File: src/rtl/nn_pkg.sv
// Shared definitions for the output-layer sequencer: state encoding,
// default fraction width and saturating add/sub helpers.
package nn_pkg;

  localparam int NN_FRAC = 16;

  typedef enum logic [2:0] {
    ST_IDLE,
    ST_LOAD,
    ST_FWD,
    ST_ERR,
    ST_UPD,
    ST_DONE
  } state_e;

  // Clamp a 65-bit intermediate into the signed range of a w-bit word
  // (w <= 64). The result is returned sign-extended to 64 bits.
  function automatic logic signed [63:0] sat_w(input logic signed [64:0] v, input int w);
    logic signed [64:0] hi;
    logic signed [64:0] lo;
    hi = (65'sd1 <<< (w - 1)) - 65'sd1;
    lo = -(65'sd1 <<< (w - 1));
    if (v > hi) return hi[63:0];
    else if (v < lo) return lo[63:0];
    else return v[63:0];
  endfunction

  // a + b saturated to w bits; operands are w-bit values sign-extended to 64
  function automatic logic signed [63:0] sat_add(input logic signed [63:0] a,
                                                 input logic signed [63:0] b,
                                                 input int w);
    logic [64:0] s;
    s = {a[63], a} + {b[63], b};
    return sat_w(s, w);
  endfunction

  // a - b saturated to w bits; operands are w-bit values sign-extended to 64
  function automatic logic signed [63:0] sat_sub(input logic signed [63:0] a,
                                                 input logic signed [63:0] b,
                                                 input int w);
    logic [64:0] s;
    s = {a[63], a} - {b[63], b};
    return sat_w(s, w);
  endfunction

endpackage

File: src/rtl/err_unit.sv
// Error unit: err = sat(t - o), shared across neurons by the sequencer.
// With OUT_SEQ_SSE_EN defined it also squares each error (rescaled by FRAC)
// and adds it into a saturating sum-of-squares accumulator.
module err_unit
  import nn_pkg::*;
#(
  parameter int WIDTH = 32,
  parameter int FRAC  = NN_FRAC
) (
  input  logic signed [WIDTH-1:0]   i_t,
  input  logic signed [WIDTH-1:0]   i_o,
  output logic signed [WIDTH-1:0]   o_err
`ifdef OUT_SEQ_SSE_EN
  ,
  input  logic                      clk,
  input  logic                      rst,
  input  logic                      i_acc_en,
  input  logic                      i_acc_clr,
  output logic signed [2*WIDTH-1:0] o_acc
`endif
);

  logic signed [63:0] diff;
  logic               unused_diff_hi;

  assign diff           = sat_sub(64'(i_t), 64'(i_o), WIDTH);
  assign o_err          = diff[WIDTH-1:0];
  assign unused_diff_hi = ^diff[63:WIDTH];

`ifdef OUT_SEQ_SSE_EN
  logic signed [2*WIDTH-1:0] sq;
  logic signed [2*WIDTH-1:0] sq_sh;
  logic signed [2*WIDTH-1:0] acc_q;
  logic signed [2*WIDTH-1:0] acc_d;

  assign sq    = (2*WIDTH)'(o_err) * (2*WIDTH)'(o_err);
  assign sq_sh = sq >>> FRAC;
  assign o_acc = acc_q;

  // next accumulator: clear on epoch wrap, saturating add on each ERR cycle
  always_comb begin
    acc_d = acc_q;
    if (i_acc_clr)     acc_d = '0;
    else if (i_acc_en) acc_d = (2*WIDTH)'(sat_add(64'(acc_q), 64'(sq_sh), 2*WIDTH));
  end

  // accumulator register
  always_ff @(posedge clk or posedge rst) begin
    if (rst) acc_q <= '0;
    else     acc_q <= acc_d;
  end
`endif

endmodule

File: src/rtl/out_seq.sv
// Output-layer sequencer: accept a sample, strobe the input latch, wait the
// forward latency, compute per-neuron errors serially, optionally strobe the
// weight write, then hold the result until consumed. Counts samples/epochs.
// Optional feature macro: OUT_SEQ_SSE_EN (adds o_sse, per-epoch sum of squares).
module out_seq
  import nn_pkg::*;
#(
  parameter int NUM_PCTN  = 2,
  parameter int WIDTH     = 32,
  parameter int FRAC      = NN_FRAC,
  parameter int FWD_LAT   = 3,
  parameter int EPOCH_LEN = 4
) (
  input  logic                           clk,
  input  logic                           rst,
  input  logic                           i_valid,
  output logic                           o_ready,
  input  logic                           i_train,
  input  logic [NUM_PCTN*WIDTH-1:0]      i_t,
  input  logic                           i_abort,
  output logic                           o_ld,
  input  logic [NUM_PCTN*WIDTH-1:0]      i_o,
  output logic                           o_wr,
  output logic [NUM_PCTN*WIDTH-1:0]      o_err,
  output logic                           o_done,
  input  logic                           i_done_ready,
  output logic [$clog2(EPOCH_LEN):0]     o_cnt,
  output logic                           o_epoch
`ifdef OUT_SEQ_SSE_EN
  ,
  output logic signed [2*WIDTH-1:0]      o_sse
`endif
);

  localparam int CW  = $clog2(EPOCH_LEN) + 1;
  localparam int FCW = $clog2(FWD_LAT) + 1;
  localparam int IW  = (NUM_PCTN > 1) ? $clog2(NUM_PCTN) : 1;

  state_e                             state_q, state_d;
  logic [FCW-1:0]                     fcnt_q, fcnt_d;
  logic [IW-1:0]                      idx_q, idx_d;
  logic [NUM_PCTN-1:0][WIDTH-1:0]     t_q, t_d;
  logic                               train_q, train_d;
  logic [NUM_PCTN-1:0][WIDTH-1:0]     err_q, err_d;
  logic [CW-1:0]                      cnt_q, cnt_d;
  logic                               epoch_q, epoch_d;

  logic [NUM_PCTN-1:0][WIDTH-1:0]     io_v;
  logic signed [WIDTH-1:0]            err_w;

  assign io_v = i_o;

`ifdef OUT_SEQ_SSE_EN
  logic                               acc_en;
  logic                               acc_clr;
  logic signed [2*WIDTH-1:0]          acc_w;
  logic signed [2*WIDTH-1:0]          sse_q, sse_d;
`endif

  // one subtract/saturate unit, time-multiplexed over neurons by idx
  err_unit #(
    .WIDTH (WIDTH),
    .FRAC  (FRAC)
  ) u_err (
    .i_t       (t_q[idx_q]),
    .i_o       (io_v[idx_q]),
    .o_err     (err_w)
`ifdef OUT_SEQ_SSE_EN
    ,
    .clk       (clk),
    .rst       (rst),
    .i_acc_en  (acc_en),
    .i_acc_clr (acc_clr),
    .o_acc     (acc_w)
`endif
  );

  // next-state and datapath updates; abort overrides everything outside IDLE
  always_comb begin
    state_d = state_q;
    fcnt_d  = fcnt_q;
    idx_d   = idx_q;
    t_d     = t_q;
    train_d = train_q;
    err_d   = err_q;
    cnt_d   = cnt_q;
    epoch_d = 1'b0;
`ifdef OUT_SEQ_SSE_EN
    acc_en  = 1'b0;
    acc_clr = 1'b0;
    sse_d   = sse_q;
`endif
    unique case (state_q)
      ST_IDLE: begin
        if (i_valid) begin
          t_d     = i_t;
          train_d = i_train;
          state_d = ST_LOAD;
        end
      end
      ST_LOAD: begin
        fcnt_d  = FCW'(FWD_LAT - 1);
        state_d = ST_FWD;
      end
      ST_FWD: begin
        if (fcnt_q == '0) begin
          idx_d   = '0;
          state_d = ST_ERR;
        end else begin
          fcnt_d = fcnt_q - 1'b1;
        end
      end
      ST_ERR: begin
        err_d[idx_q] = err_w;
`ifdef OUT_SEQ_SSE_EN
        acc_en = 1'b1;
`endif
        if (idx_q == IW'(NUM_PCTN - 1)) state_d = train_q ? ST_UPD : ST_DONE;
        else                            idx_d   = idx_q + 1'b1;
      end
      ST_UPD: begin
        state_d = ST_DONE;
      end
      ST_DONE: begin
        if (i_done_ready) begin
          state_d = ST_IDLE;
          if (cnt_q == CW'(EPOCH_LEN - 1)) begin
            cnt_d   = '0;
            epoch_d = 1'b1;
`ifdef OUT_SEQ_SSE_EN
            sse_d   = acc_w;
            acc_clr = 1'b1;
`endif
          end else begin
            cnt_d = cnt_q + 1'b1;
          end
        end
      end
      default: state_d = ST_IDLE;
    endcase

    // abort: drop the sample; errors already registered stay, counters frozen
    if (i_abort && state_q != ST_IDLE) begin
      state_d = ST_IDLE;
      err_d   = err_q;
      cnt_d   = cnt_q;
      epoch_d = 1'b0;
`ifdef OUT_SEQ_SSE_EN
      acc_en  = 1'b0;
      acc_clr = 1'b0;
      sse_d   = sse_q;
`endif
    end
  end

  // state and datapath registers
  always_ff @(posedge clk or posedge rst) begin
    if (rst) begin
      state_q <= ST_IDLE;
      fcnt_q  <= '0;
      idx_q   <= '0;
      t_q     <= '0;
      train_q <= 1'b0;
      err_q   <= '0;
      cnt_q   <= '0;
      epoch_q <= 1'b0;
    end else begin
      state_q <= state_d;
      fcnt_q  <= fcnt_d;
      idx_q   <= idx_d;
      t_q     <= t_d;
      train_q <= train_d;
      err_q   <= err_d;
      cnt_q   <= cnt_d;
      epoch_q <= epoch_d;
    end
  end

`ifdef OUT_SEQ_SSE_EN
  // last completed epoch's sum of squared errors
  always_ff @(posedge clk or posedge rst) begin
    if (rst) sse_q <= '0;
    else     sse_q <= sse_d;
  end

  assign o_sse = sse_q;
`endif

  assign o_ready = (state_q == ST_IDLE);
  assign o_ld    = (state_q == ST_LOAD);
  assign o_wr    = (state_q == ST_UPD) && !i_abort;
  assign o_done  = (state_q == ST_DONE);
  assign o_err   = err_q;
  assign o_cnt   = cnt_q;
  assign o_epoch = epoch_q;

endmodule

File: config.mk
export PLATFORM = sky130hd
export DESIGN_NAME = out_seq
export DESIGN_NICKNAME = d
export VERILOG_FILES = /design/src/rtl/nn_pkg.sv /design/src/rtl/err_unit.sv /design/src/rtl/out_seq.sv
export SDC_FILE = /design/constraint.sdc
export NUM_CORES = 1
export LEC_CHECK = 0
export BUFFER_PORTS_ARGS = -buffer_cell sky130_fd_sc_hd__buf_2
export CAP_MARGIN = 20
export CORE_MARGIN = 2
export CORE_UTILIZATION = 35
export DETAILED_ROUTE_END_ITERATION = 12
export PLACE_DENSITY = 0.71
export REMOVE_ABC_BUFFERS = 1
export SYNTH_ARGS = -nofsm -noshare
export SYNTH_HDL_FRONTEND = slang
export SYNTH_SLANG_ARGS = --single-unit
File: constraint.sdc
create_clock -name clk -period 4.4 [get_ports clk]
set_clock_uncertainty 0.1 [all_clocks]
set_input_delay 0.22 -clock clk [delete_from_list [all_inputs] [get_ports clk]]
set_output_delay 0.22 -clock clk [all_outputs]
set_load 0.05 [all_outputs]
# ---- Word level (Yosys, flattened, before mapping)
# Index checks and enable logic that the tools add are counted.
dict set report totals {
  regBits 140
  in_bits 134
  output_inout_bits 72
  elab_cells 72
}
dict set report op_classes {
  n_addsub 4
  order_cmp 4
  eq_ne 12
  mux 26
  bitwise 1
  n_reduce_logical 15
}
# cell count
set op_table {}
lappend op_table {{$mux W32} 7}
lappend op_table {{$bwmux W64} 1}
lappend op_table {{$gt A33 B32 Y1 const B} 1}
lappend op_table {{$lt A33 B32 Y1 const B} 1}
lappend op_table {{$sub A32 B32 Y33} 1}
lappend op_table {{$demux W32 S1} 1}
lappend op_table {{$mux W3} 7}
lappend op_table {{$pmux W3 S6} 1}
lappend op_table {{$eq A3 B2 Y1 const B} 3}
lappend op_table {{$reduce_and A2 Y1} 4}
lappend op_table {{$mux W1} 7}
lappend op_table {{$eq A3 B3 Y1 const B} 2}
lappend op_table {{$logic_not A3 Y1} 2}
lappend op_table {{$ne A3 B3 Y1 const B} 2}
lappend op_table {{$pmux W3 S2} 1}
lappend op_table {{$ne A2 B2 Y1 const B} 2}
lappend op_table {{$reduce_and A4 Y1} 1}
lappend op_table {{$reduce_bool A2 Y1} 2}
lappend op_table {{$add A3 B1 Y3 const B} 1}
lappend op_table {{$eq A3 B1 Y1 const B} 1}
lappend op_table {{$logic_and A1 B1 Y1} 3}
lappend op_table {{$ne A3 B1 Y1 const B} 1}
lappend op_table {{$ne A3 B2 Y1 const B} 1}
lappend op_table {{$reduce_and A3 Y1} 1}
lappend op_table {{other kinds (8)} 8}

# ---- Logic depth before layout (Yosys ltp)
# Gate-level depths: netlist of the first run.
dict set report depth {
  depth_word 7
  depth_mapped 16
  ltp_nobuf 11
}

# ---- Cells and area by module
# From an unflattened synthesis of the first run, not the netlist that was laid out.
dict set report unflattened {
  cells_unflattened 733
  area_unflattened_um2 8379.3
}
# module n_inst cells_each area_each_um2 seq_area_each_um2
set modules_own_cells {}
lappend modules_own_cells {out_seq 1 417 6262.3 3503.4}
lappend modules_own_cells {err_unit 1 316 2117.0 0.0}

# ---- Worst setup path after synthesis of the first run
# OpenSTA, ideal clock, no wires.
dict set report synth_path {
  kind {register to register}
  startpoint {reg idx_q}
  endpoint {reg err_q (netlist bit o_err[23])}
  setup_time_ns 0.073
  arrival_time_ns 3.957
  t_required_ns 4.227
  path_slack_ns 0.270
  stages_incl_launch_ff 15
  period_less_slack_ns 4.130
  cell_sequence {dfrtp_1 clkbuf_1 clkbuf_1 clkbuf_1 mux2i_1 ha_1 buf_6 a21o_4 a211oi_2 a311oi_1 or4_4 o21a_1 a32o_2 or3_4 a21oi_2}
}
dict set report synth_between {
  elab_chain_cells 7
}
# element line_no
set synth_lines {}
lappend synth_lines {{start, declared} out_seq.sv:41} ;# logic [IW-1:0] idx_q, idx_d;
lappend synth_lines {{start signal, assigned} out_seq.sv:170} ;# idx_q <= idx_d;
lappend synth_lines {{$mux W32 (on tied branches) (2 in series)} {out_seq.sv:65, out_seq.sv:66}}
lappend synth_lines {{$sub A32 B32 Y33} nn_pkg.sv:42} ;# s = {a[63], a} - {b[63], b};
lappend synth_lines {{$lt A33 B32 Y1} nn_pkg.sv:24} ;# else if (v < lo) return lo[63:0];
lappend synth_lines {{$mux W32} nn_pkg.sv:24}
lappend synth_lines {{$mux W32} nn_pkg.sv:23} ;# if (v > hi) return hi[63:0];
lappend synth_lines {{$bwmux W64 *} out_seq.sv:114} ;# err_d[idx_q] = err_w;
lappend synth_lines {{end signal, assigned} out_seq.sv:173} ;# err_q <= err_d;
lappend synth_lines {{end, declared} out_seq.sv:44} ;# logic [NUM_PCTN-1:0][WIDTH-1:0] err_q, err_d;
# Mark *: on every way between the ends. The rest lies on a longest branch, timed or not. The select of a mux whose other input is x is not followed.
# A chain may end at the register's enable or synchronous reset.

# ---- Worst setup path in the final report of the first run
dict set report layout_path {
  startpoint {reg idx_q}
  endpoint {reg err_q (netlist bit o_err[14])}
}
# Same word-level chain as after synthesis.

==> results of run 1 <==
==> cell usage after synthesis, drive strengths merged (4+ instances only) <==
cell type | n | area (um2)
mux2 | 98 | 1100
clkbuf | 28 | 106
nor3 | 12 | 60.1
o21a | 9 | 67.6
a21o | 4 | 37.5
ha | 35 | 438
buf | 14 | 90.1
a31oi | 5 | 31.3
xor2 | 11 | 96.3
nand4 | 4 | 25.0
a21oi | 94 | 478
and3 | 4 | 26.3
nand2b | 12 | 75.1
a22o | 4 | 35.0
nand3 | 10 | 50.1
inv | 15 | 56.3
mux2i | 37 | 370
xnor2 | 13 | 114
a211oi | 10 | 80.1
o21ai | 40 | 200
or2 | 4 | 25.0
dfrtp | 140 | 3500
or3 | 7 | 50.1
nand2 | 72 | 270
nor2 | 81 | 319
==> stage by stage <==
step                utilization (%)  cells  area [um2]  hold slack (ns)  setup TNS [ns]
floorplan                         -    769        7920            0.186          -48.97
global placement               41.7   1272        9480            0.354               0
detailed placement             41.7   1272        9480            0.355               0
CTS                            47.5   1370       10800           0.0788               0
global route                   47.6   1371       10800           0.0936               0
finish                         47.6   1371       10800            0.100               0
==> cell type report <==
cell class                      count  area (um2)
Inverter                           15        61.3
Sequential cell                   140        3510
Fill cell                        2131       11900
Tap cell                          285         357
Multi-Input combinational cell    614        4370
Clock inverter                     10         190
Timing Repair Buffer              286        1880
Clock buffer                       21         450
==> timing repair <==
item | 4_1_cts | 5_1_grt
hold buffers | 67 | 0
hold endpoints to repair | 173 | 0
setup endpoints to repair | 0 | 0
==> per-layer routing <==
layer | global-route usage (%) | routed length, um | vias to the layer above
met5 | 0 | 0 | -
met4 | 6.42 | 456 | 0
met3 | 4.10 | 1250 | 26
met2 | 32.2 | 11200 | 221
met1 | 26.5 | 10700 | 3445
li1 | - | - | 3444
==> cell families after synthesis <==
kind of cell,Yosys count
AND/OR/NAND/NOR,220
adder cells (fa/ha/maj),36
multiplexers,135
buffers and inverters,57
XOR/XNOR,24
flip-flops,140
AO/OA/AOI/OAI,199
==> critical path, stage by stage (launching register included) <==
cell and delay (ns):
dfrtp_4 0.46, buf_12 0.23, mux2_2 0.37, ha_1 0.37, a21oi_1 0.17, o21ai_0 0.17
or2_2 0.35, o2111a_1 0.29, nor4_1 0.63, a32o_1 0.46, nor2_4 0.11, buf_12 0.18
a21oi_1 0.15
==> state kept, by name, indices dropped and copies added (netlist names) <==
name     cells
o_err       64
t_q         64
fcnt_q       3
o_cnt        3
state_q      3
idx_q        1
o_epoch      1
train_q      1
==> how the worst max path moves through the flow <==
stage                     slack [ns]         startpoint                     to  depth (start not counted)
after floorplan                -0.92  idx_q$_DFFE_PP0P_  o_err[30]$_DFFE_PP0P_                         10
after global placement          0.45  idx_q$_DFFE_PP0P_  o_err[12]$_DFFE_PP0P_                         12
after detailed placement        0.37  idx_q$_DFFE_PP0P_  o_err[14]$_DFFE_PP0P_                         12
after CTS                       0.31  idx_q$_DFFE_PP0P_  o_err[14]$_DFFE_PP0P_                         12
after global routing            0.05  idx_q$_DFFE_PP0P_  o_err[14]$_DFFE_PP0P_                         12
final                           0.24  idx_q$_DFFE_PP0P_  o_err[14]$_DFFE_PP0P_                         12
==> impl_metrics.env, run 1 <==
export IMPL_run_status="complete, no violations"
export IMPL_grt_max_degree=108
export IMPL_wirelength_um=23600
export IMPL_hold_depth=5
export IMPL_period_share_pct=94.5
export IMPL_ant_nets=0
export IMPL_cts_buffers=17
export IMPL_core_area_mm2=0.0227
export IMPL_critical_path_arrival_ns=4.40
export IMPL_finalCriticalPeriod_ns=4.16
export IMPL_start_util_pct=35.7
export IMPL_path_class="flip-flop to flip-flop"
export IMPL_synthAdderAreaFrac_pct=5.64
export IMPL_port_buffers=205
export IMPL_cp_end_kind="flip-flop"
export IMPL_drt_wirelength_per_cell_um=17.2
export IMPL_cts_setup_buffers=0
export IMPL_cts_root_buf="clkbuf_16"
export IMPL_grt_pass1_wl_um=37600
export IMPL_drtIter0Drc=478
export IMPL_clk_path_buf_depth=2
export IMPL_muxShareOfSynthArea_pct=18.2
export IMPL_hold_start="i_done_ready"
export IMPL_setup_viol=0
export IMPL_design_die_area_mm2=0.0244
export IMPL_nNetsFinal=1244
export IMPL_cp_required_ns=4.64
export IMPL_hp_class="primary input to flip-flop"
export IMPL_max_freq_ghz=0.241
export IMPL_yosysSeqAreaShare_pct=43.2
export IMPL_cp_start_kind="flip-flop"
export IMPL_drv_slew=0
export IMPL_syn_area_per_cell_um2=10.0
export IMPL_syn_area_mm2=0.00812
export IMPL_r2r_start="idx_q$_DFFE_PP0P_"
export IMPL_synth_cell_types=64
export IMPL_ios=206
export IMPL_cts_tree="built"
export IMPL_htree_num_levels=4
export IMPL_async_reset_ff_share_pct=100
export IMPL_rows=55
export IMPL_synth_xor_area_share_pct=2.59
export IMPL_first_pass_iters=5
export IMPL_min_to="state_q[2]$_DFFE_PP0P_"
export IMPL_die_width_um=156
export IMPL_yosysWarnings=0
export IMPL_synth_seq_cells=140
export IMPL_track_usage_pct=19.8
export IMPL_netlist_instances=811
export IMPL_vias=7136
export IMPL_synth_edf_count=0
export IMPL_grt_antenna_before_repair=0
export IMPL_antenna_cells=0
export IMPL_synth_compound_area_share_pct=15.0
export IMPL_drc_errors=0
export IMPL_slew_headroom_pct=35.9
export IMPL_synthToLayoutAreaGrowth_pct=33.3
export IMPL_insertion_delay_ns=0.43
export IMPL_drive_gt1_share_pct=33.6
export IMPL_hpwlAfterDp_um=17000
export IMPL_synth_flop_cell="dfrtp_1"
export IMPL_pre_cts_slack_ns=0.371
export IMPL_cap_viol_max_count=0
export IMPL_rsz0062_at_grt="false"
export IMPL_rr_worst_depth=12
export IMPL_cts_sinks=140
export IMPL_fp_dieH_um=156
export IMPL_gp_congestion=0.861
export IMPL_clk_transition_reported_paths_ns=0.06
export IMPL_final_hold_viol_count=0
export IMPL_r2r_end="o_err[14]$_DFFE_PP0P_"
export IMPL_final_cell_mix="buf_2 (205), dfrtp_1 (139), mux2_2 (98)"
export IMPL_synth_top_family_by_area="multiplexers"
export IMPL_crit_path_max_fanout=30
export IMPL_r2r_slack_ns=0.24
export IMPL_vias_per_cell=5.20
export IMPL_tightest_slew_ns=0.961
export IMPL_synth_simple_area_share_pct=12.3
export IMPL_final_common_cell="buf_2"
export IMPL_ctsResizeCount=0
export IMPL_fin_ws_ns=0.244
export IMPL_grt_overflow=0
export IMPL_grt_pass1_vias=7137
Power of run 1 is left out: the tool's default activity adds up to more than one toggle a clock period on the data nets, which glitch-free logic cannot reach.
==> run 2: changes to the inputs <==
--- a/config.mk
+++ b/config.mk
@@ -8,9 +8,9 @@
 export BUFFER_PORTS_ARGS = -buffer_cell sky130_fd_sc_hd__buf_2
 export CAP_MARGIN = 20
 export CORE_MARGIN = 2
-export CORE_UTILIZATION = 35
+export CORE_UTILIZATION = 49
 export DETAILED_ROUTE_END_ITERATION = 12
-export PLACE_DENSITY = 0.71
+export PLACE_DENSITY = 0.9
 export REMOVE_ABC_BUFFERS = 1
 export SYNTH_ARGS = -nofsm -noshare
 export SYNTH_HDL_FRONTEND = slang
==> impl_metrics.env, run 2 (same netlist as run 1, synthesis figures left out) <==
export IMPL_run_status="complete, no violations"
export IMPL_drive_gt1_share_pct=34.5
export IMPL_r2r_end="o_err[4]$_DFFE_PP0P_"
export IMPL_fin_area_mm2=0.0107
export IMPL_fp_dieH_um=133
export IMPL_drtIter0Drc=539
export IMPL_clk_path_buf_depth=2
export IMPL_ios=206
export IMPL_synthToLayoutAreaGrowth_pct=31.8
export IMPL_slew_headroom_pct=35.8
export IMPL_dp_cells=1213
export IMPL_final_cell_mix="buf_2 (205), dfrtp_1 (139), mux2_2 (98)"
export IMPL_cap_viol_max_count=0
export IMPL_core_area_mm2=0.0164
export IMPL_start_util_pct=49.5
export IMPL_crit_top_cell="o21ai_0"
export IMPL_final_common_cell="buf_2"
export IMPL_whs_ns=0.0998
export IMPL_grt_overflow=0
export IMPL_nNetsFinal=1253
export IMPL_cts_buffers=17
export IMPL_vias=7400
export IMPL_rsz0062_at_grt="false"
export IMPL_max_freq_ghz=0.240
export IMPL_hpwlAfterDp_um=17100
export IMPL_final_hold_viol_count=0
export IMPL_path_class="flip-flop to flip-flop"
export IMPL_cp_top_family="compound AO/OA/AOI/OAI gates"
export IMPL_cts_sinks=140
export IMPL_grt_max_degree=109
export IMPL_wirelength_um=24100
export IMPL_finalNonFillerCells=1314
export IMPL_placed_cell_area_mm2=0.00941
export IMPL_hold_start="i_done_ready"
export IMPL_gp_congestion=0.957
export IMPL_ant_nets=0
export IMPL_crit_path_max_incr_delay_ns=0.62
export IMPL_insertion_delay_ns=0.43
export IMPL_hp_class="primary input to flip-flop"
export IMPL_crit_buf_inv=2
export IMPL_drv_slew=0
export IMPL_track_usage_pct=27.8
export IMPL_design_die_area_mm2=0.0176
export IMPL_hold_depth=5
export IMPL_cp_cell_sequence="buf_4 > mux2_2 > ha_1 > o21ai_0 > a211oi_1 > o21ai_0 > a211oi_1 > o21ai_0 > a32o_1 > nor2_4 > buf_12 > a21oi_1"
export IMPL_crit_path_max_fanout=17
export IMPL_cp_end_kind="flip-flop"
export IMPL_min_to="state_q[2]$_DFFE_PP0P_"
export IMPL_grt_pass1_wl_um=38600
export IMPL_cp_start_kind="flip-flop"
export IMPL_drt_wirelength_per_cell_um=18.4
export IMPL_tightest_slew_ns=0.962
export IMPL_htree_num_levels=4
export IMPL_setup_viol=0
export IMPL_die_width_um=133
export IMPL_r2r_start="idx_q$_DFFE_PP0P_"
export IMPL_cp_required_ns=4.60
export IMPL_vias_per_cell=5.63
export IMPL_cts_root_buf="clkbuf_16"
export IMPL_port_buffers=205
export IMPL_slowest_stage="dfrtp_4"
export IMPL_period_share_pct=94.7
export IMPL_rows=47
export IMPL_grt_antenna_before_repair=0
export IMPL_rr_worst_depth=12
export IMPL_grt_pass1_vias=7641
export IMPL_r2r_slack_ns=0.23
export IMPL_drc_errors=0
export IMPL_clk_transition_reported_paths_ns=0.06
export IMPL_finalCriticalPeriod_ns=4.17
export IMPL_antenna_cells=0
export IMPL_first_pass_iters=7
export IMPL_cts_tree="built"
export IMPL_critical_path_arrival_ns=4.37
==> run 2: final cells by class <==
class / count / area (um2)
fill: 1245 / 5710
inverter: 15 / 61.3
multi-input combinational: 614 / 4380
clock buffer: 20 / 457
tap: 220 / 275
sequential: 140 / 3510
timing repair buffer: 295 / 1900
clock inverter: 10 / 118
==> run 2: layer usage <==
metal | global-route usage [%] | vias up | share of wire [%]
met3 | 5.63 | 45 | 6.3
li1 | - | 3463 | -
met1 | 34.5 | 3570 | 41
met2 | 48.4 | 322 | 50
met5 | 0 | - | 0
met4 | 9.80 | 0 | 2.5
==> run 2: metrics by stage <==
step	utilization [%]	setup WS, ns	setup TNS (ns)
after global routing	65.2	0.0000755	0
after floorplan	-	-0.918	-48.97
final	65.2	0.232	0
after detailed placement	57.3	0.0921	0
after CTS	64.9	0.0518	0
after global placement	57.3	0.241	0
==> run 2: worst min-delay path, stage by stage <==
cell and delay [ns]:
buf_2 0.10, nand2_1 0.05, nand2_1 0.06, o22a_1 0.12
nor2_1 0.03
==> run 2: worst max-delay path by stage <==
stage	start	to	slack [ns]	cells after the start
finish	idx_q$_DFFE_PP0P_	o_err[4]$_DFFE_PP0P_	0.23	12
global placement	idx_q$_DFFE_PP0P_	o_err[58]$_DFFE_PP0P_	0.24	11
CTS	idx_q$_DFFE_PP0P_	o_err[53]$_DFFE_PP0P_	0.05	13
floorplan	idx_q$_DFFE_PP0P_	o_err[30]$_DFFE_PP0P_	-0.92	10
detailed placement	idx_q$_DFFE_PP0P_	o_err[57]$_DFFE_PP0P_	0.09	13
global route	idx_q$_DFFE_PP0P_	o_err[15]$_DFFE_PP0P_	0.00008	12
==> run 2: what timing repair did <==
item                                    4_1_cts  5_1_grt
setup buffers                                 0        4
endpoints found under the setup margin        0       62
endpoints found under the hold margin       174        0
hold buffers                                 67        0
resized for setup                             0        2
Power of run 2 is left out for the same reason.
